`src/rtl/multiplier_arbiter_pkg.sv`:
```
// Purpose: shared defaults for the multiplier arbiter and its multiplier primitive.
// Latency: n/a (constants only).
// Backpressure: n/a.
package multiplier_arbiter_pkg;

   // Default requester count and operand widths.
   localparam int DEF_NUM_REQ      = 4;
   localparam int DEF_DATA_WIDTH_1 = 8;
   localparam int DEF_DATA_WIDTH_2 = 8;

   // Register stages inside the multiplier. The arbiter sizes its tag
   // pipeline from this same value, so products and tags stay aligned.
   localparam int DEF_MULT_LATENCY = 1;

endpackage

```
`src/rtl/multiplier_arbiter_multiplier.sv`:
```
// Purpose: unsigned full-precision multiplier with LATENCY register stages.
// Latency: LATENCY cycles from a/b to p.
// Backpressure: none; accepts one operand pair every cycle.
module multiplier_arbiter_multiplier
   import multiplier_arbiter_pkg::*;
#(
   parameter int A_WIDTH = DEF_DATA_WIDTH_1,
   parameter int B_WIDTH = DEF_DATA_WIDTH_2,
   parameter int LATENCY = DEF_MULT_LATENCY
)(
   input  logic                       clk,
   input  logic                       rst,
   input  logic [A_WIDTH-1:0]         a,
   input  logic [B_WIDTH-1:0]         b,
   output logic [A_WIDTH+B_WIDTH-1:0] p
);

   localparam int PW = A_WIDTH + B_WIDTH;

   logic [PW-1:0] stage [LATENCY];

   // Multiply into the first stage, then shift through the remaining stages.
   always_ff @(posedge clk or posedge rst) begin
      if (rst) begin
         for (int i = 0; i < LATENCY; i++) stage[i] <= '0;
      end else begin
         stage[0] <= PW'(a) * PW'(b);
         for (int i = 1; i < LATENCY; i++) stage[i] <= stage[i-1];
      end
   end

   assign p = stage[LATENCY-1];

endmodule

```
`src/rtl/multiplier_arbiter.sv`:
```
// Purpose: round-robin share of one multiplier among NUM_REQ requesters, products tagged with requester ID.
// Latency: grant in cycle t gives res_valid_o in cycle t+1+MULT_LATENCY.
// Backpressure: none on results; requesters see grant_o as consumption, en_i low stalls all grants.
module multiplier_arbiter
   import multiplier_arbiter_pkg::*;
#(
   parameter int NUM_REQ      = DEF_NUM_REQ,
   parameter int DATA_WIDTH_1 = DEF_DATA_WIDTH_1,
   parameter int DATA_WIDTH_2 = DEF_DATA_WIDTH_2,
   parameter int MULT_LATENCY = DEF_MULT_LATENCY,
   parameter int ID_WIDTH     = $clog2(NUM_REQ)
)(
   input  logic                               clk,
   input  logic                               rst,
   input  logic                               en_i,
   input  logic [NUM_REQ-1:0]                 req_i,
   input  logic [NUM_REQ*DATA_WIDTH_1-1:0]    data1_i,
   input  logic [NUM_REQ*DATA_WIDTH_2-1:0]    data2_i,
   output logic [NUM_REQ-1:0]                 grant_o,
   output logic                               res_valid_o,
   output logic [ID_WIDTH-1:0]                res_id_o,
   output logic [DATA_WIDTH_1+DATA_WIDTH_2-1:0] data_o
);

   localparam int PW = DATA_WIDTH_1 + DATA_WIDTH_2;

   logic [ID_WIDTH-1:0]     ptr;
   logic [ID_WIDTH-1:0]     win;
   logic                    found;
   logic [NUM_REQ-1:0]      cand;
   logic [DATA_WIDTH_1-1:0] op1;
   logic [DATA_WIDTH_2-1:0] op2;
   logic [MULT_LATENCY:0]   v;
   logic [ID_WIDTH-1:0]     id [MULT_LATENCY+1];
   logic [PW-1:0]           prod;

   // Reset also masks candidates so grant_o reads zero while rst is high.
   assign cand = (en_i && !rst) ? req_i : '0;

   // Round-robin search: first candidate at or above ptr, wrapping modulo NUM_REQ.
   always_comb begin : arb
      logic [ID_WIDTH:0] idx;
      found   = 1'b0;
      win     = '0;
      grant_o = '0;
      for (int i = 0; i < NUM_REQ; i++) begin
         idx = {1'b0, ptr} + (ID_WIDTH+1)'(i);
         if (idx >= (ID_WIDTH+1)'(NUM_REQ)) idx = idx - (ID_WIDTH+1)'(NUM_REQ);
         if (!found && cand[idx[ID_WIDTH-1:0]]) begin
            found = 1'b1;
            win   = idx[ID_WIDTH-1:0];
         end
      end
      if (found) grant_o[win] = 1'b1;
   end

   // Pointer moves just past the winner; holds when nothing is granted.
   always_ff @(posedge clk or posedge rst) begin
      if (rst) begin
         ptr <= '0;
      end else if (found) begin
         ptr <= (win == ID_WIDTH'(NUM_REQ-1)) ? '0 : win + ID_WIDTH'(1);
      end
   end

   // Capture the winner's operands; they hold between grants and need no reset.
   always_ff @(posedge clk) begin
      if (found) begin
         op1 <= data1_i[int'(win)*DATA_WIDTH_1 +: DATA_WIDTH_1];
         op2 <= data2_i[int'(win)*DATA_WIDTH_2 +: DATA_WIDTH_2];
      end
   end

   // Valid/ID tags travel alongside the operands through the multiplier stages.
   always_ff @(posedge clk or posedge rst) begin
      if (rst) begin
         v <= '0;
         for (int i = 0; i <= MULT_LATENCY; i++) id[i] <= '0;
      end else begin
         v[0] <= found;
         if (found) id[0] <= win;
         for (int i = 1; i <= MULT_LATENCY; i++) begin
            v[i]  <= v[i-1];
            id[i] <= id[i-1];
         end
      end
   end

   multiplier_arbiter_multiplier #(
      .A_WIDTH (DATA_WIDTH_1),
      .B_WIDTH (DATA_WIDTH_2),
      .LATENCY (MULT_LATENCY)
   ) u_mult (
      .clk (clk),
      .rst (rst),
      .a   (op1),
      .b   (op2),
      .p   (prod)
   );

   assign res_valid_o = v[MULT_LATENCY];
   assign res_id_o    = id[MULT_LATENCY];
   assign data_o      = v[MULT_LATENCY] ? prod : '0;

endmodule

```
`config.mk`:
```
export PLATFORM = sky130hd
export DESIGN_NAME = multiplier_arbiter
export DESIGN_NICKNAME = d
export VERILOG_FILES = /design/src/rtl/multiplier_arbiter_pkg.sv /design/src/rtl/multiplier_arbiter_multiplier.sv /design/src/rtl/multiplier_arbiter.sv
export SDC_FILE = /design/constraint.sdc
export NUM_CORES = 1
export LEC_CHECK = 0
export CAP_MARGIN = 15
export CORE_ASPECT_RATIO = 1.5
export CORE_MARGIN = 3
export CORE_UTILIZATION = 52
export DETAILED_ROUTE_END_ITERATION = 7
export GPL_ROUTABILITY_DRIVEN = 0
export PLACE_DENSITY = 0.82
export SLEW_MARGIN = 20
export SYNTH_ARGS = -nofsm -noshare
export SYNTH_HDL_FRONTEND = slang
export SYNTH_HIERARCHICAL = 1
export SYNTH_SLANG_ARGS = --single-unit
```
`constraint.sdc`:
```
create_clock -name clk -period 5.25 [get_ports clk]
set_clock_uncertainty 0.2 [all_clocks]
set_input_delay 1.05 -clock clk [delete_from_list [all_inputs] [get_ports clk]]
set_output_delay 1.05 -clock clk [all_outputs]
set_load 0.05 [all_outputs]
```
==> impl_metrics.env <==
export IMPL_cts_buffer_depth=2
export IMPL_status="complete, no violations"
export IMPL_synth_cells=405
export IMPL_rsz0062_at_grt="no"
export IMPL_avgViaCountPerCell=5.25
export IMPL_hold_violations=0
export IMPL_dieWidth_um=79.4
export IMPL_dp_cells=590
export IMPL_worst_setup_path_end_kind="flop"
export IMPL_hpwl_um=7050
export IMPL_fin_nets=639
export IMPL_cts_repair_resized=0
export IMPL_fill_cells=615
export IMPL_synthTopCellsByArea="fa_1 (17%), dfrtp_1 (14%), mux2i_1 (12%)"
export IMPL_io_buffers=93
export IMPL_root_buffer="clkbuf_16"
export IMPL_final_core_util_pct=69.4
export IMPL_cts_hold_fix_buffers=0
export IMPL_grt_pass1_wl_um=14800
export IMPL_layout_min_cycle_time_ps=4590
export IMPL_clock_latency_ps=280
export IMPL_syn_nets=549
export IMPL_period_share_pct=87.5
export IMPL_ys_types=50
export IMPL_cts_tree="yes"
export IMPL_grt_usage_pct=20.1
export IMPL_synth_top_area_share_pct=17.2
export IMPL_crit_path_max_fanout=8
export IMPL_synth_common_cells="and2_1 (65), inv_1 (58), mux2i_1 (50)"
export IMPL_cp_data_required_time_ps=5250
export IMPL_yosysSeqAreaShare_pct=25.8
export IMPL_drc=0
export IMPL_numCtsBuffers=5
export IMPL_worst_pin_slew_ps=654
export IMPL_rows=39
export IMPL_async_reset_ff_share_pct=60.0
export IMPL_grt_overflow_total=0
export IMPL_synth_flop_cell="dfrtp_1"
export IMPL_cts_sinks=40
export IMPL_yosys_area_share_simple_pct=16.7
export IMPL_synth_seq_cells=40
export IMPL_num_vias=3141
export IMPL_crit_path_max_incr_delay_ps=530
export IMPL_worst_setup_path_type="flop to flop"
export IMPL_critPathBufInv=4
export IMPL_wl_per_cell_um=14.4
export IMPL_pre_cts_ws_ps=684
export IMPL_yosysMostFrequentCell="and2_1"
export IMPL_grt_max_degree=30
export IMPL_areaGrowthSynthToFinish_pct=27.5
export IMPL_crit_family="adder cells"
export IMPL_antenna_found_initial=0
export IMPL_use_met3_pct=2.64
export IMPL_initial_core_util_pct=54.4
export IMPL_cp_slowest_cell="fa_1"
export IMPL_syn_area_um2=4200
export IMPL_dieHeight_um=116
export IMPL_synthXorXnorAreaFrac_pct=2.30
export IMPL_drive_gt1_share_pct=5.04
export IMPL_cts_setup_buffers=0
export IMPL_ant_nets=0
export IMPL_grt_use_met2_pct=38.1
export IMPL_crit_chain="and2_1 -> fa_1 -> inv_1 -> fa_1 -> inv_1 -> fa_1 -> inv_1 -> fa_1 -> inv_1 -> ha_1 -> and2_4 -> a221oi_2 -> nand3_1 -> and3_1 -> a211oi_2"
export IMPL_instances_no_fill=598
export IMPL_synth_edf_count=16
export IMPL_synth_compound_area_share_pct=6.77
export IMPL_avgSynthCellArea_um2=10.4
export IMPL_yosys_warnings=6
export IMPL_drv_cap=0
export IMPL_die_area_um2=9210
export IMPL_fmax_mhz=218
export IMPL_synth_top_family_by_area="adder cells"
export IMPL_pin_count=94
export IMPL_gr_usage_met1_pct=22.3
export IMPL_fin_setup_tns_ps=0
export IMPL_first_pass_iters=4
export IMPL_muxShareOfSynthArea_pct=12.2
export IMPL_cts_clk_slew_worst_paths_ps=60
export IMPL_htree_levels=2
export IMPL_drt_initial_drc_count=100
export IMPL_n_antenna_cell=0
export IMPL_slew_viol_final=0
export IMPL_yosysTopAreaCell="fa_1"
export IMPL_coreArea_um2=7710
export IMPL_slew_headroom_pct=56.3
export IMPL_setup_violations=0
export IMPL_synth_adder_area_share_pct=28.2
export IMPL_min_path_type="flop to flop"
export IMPL_grt_pass1_vias=3414
export IMPL_worst_slack_ps=656
export IMPL_routed_wirelength_um=8620
export IMPL_arrival_ps=4590
export IMPL_grt_busiest_layer="met2"
export IMPL_cp_start_kind="flop"
==> per-layer routing <==
metal / vias up / share of wire [%]
li1: 1519 / -
met3: 16 / 4.5
met2: 121 / 56
met5: - / 0
met4: 0 / 2.4
met1: 1485 / 37
==> worst reg2reg max path, stage by stage (launching register included) <==
cell	delay (ps)
edfxtp_1	480
and2_1	240
fa_1	530
inv_1	50
fa_1	480
inv_1	60
fa_1	520
inv_1	50
fa_1	530
inv_1	50
ha_1	340
and2_4	170
a221oi_2	320
nand3_1	160
and3_1	180
a211oi_2	130
==> kinds of logic (layout without fill, tap and decap cells) <==
kind of cell | after synthesis | after routing
flip-flops | 40 | 40
adder cells (fa/ha/maj) | 73 | 73
AND/OR/NAND/NOR | 123 | 123
AO/OA/AOI/OAI | 37 | 37
buffers and inverters | 70 | 161
XOR/XNOR | 11 | 11
multiplexers | 51 | 51
==> registers in the layout, indices dropped and copies added, names as in the netlist <==
signal / count
op2: 8
res_id_o: 2
ptr: 2
v: 2
u_mult/p: 16
id: 2
op1: 8
==> through the flow <==
step,area [µm²],hold WS (ps)
2_1_floorplan,4200,131
3_3_place_gp,5160,134
3_5_place_dp,5160,139
4_1_cts,5350,154
5_1_grt,5350,164
6_report,5350,154
==> placed cells by master, fill, tap and decap left out, drive strengths merged, types with 8 or more instances in the layout <==
cell type	count
and2	66
mux2i	50
a21oi	8
fa	36
dfrtp	24
ha	37
inv	58
clkdlybuf4s50	89
nand2	27
edfxtp	16
==> path summary, 6_finish.rpt <==
| path | start | endpoint | slack [ps] | depth (start not counted) |
|---|---|---|---|---|
| worst max register to register | op1[3] | u_mult/p[15] | 660 | 15 |
| worst min-delay path | v[0] | v[1] | 150 | 0 |
| max in group asynchronous | rst | u_mult/p[0] | 3320 | 2 |
| worst min register to register | v[0] | v[1] | 150 | 0 |
| min in group asynchronous | rst | ptr[1] | 950 | 2 |
| worst max-delay path | op1[3] | u_mult/p[15] | 660 | 15 |
==> final cells by class <==
| type | count | area, µm² | area share, % |
|---|---|---|---|
| clock buffers | 6 | 129 | 2.41 |
| clock inverters | 2 | 60.1 | 1.12 |
| inverters | 58 | 218 | 4.07 |
| multi-input cells | 295 | 2780 | 51.9 |
| flip-flops and latches | 40 | 1080 | 20.2 |
| well taps | 102 | 128 | 2.38 |
| repair buffers | 95 | 961 | 18.0 |
Power is not shown: default switching activity piles up to over one toggle a cycle in this logic, so the estimate is an artifact.
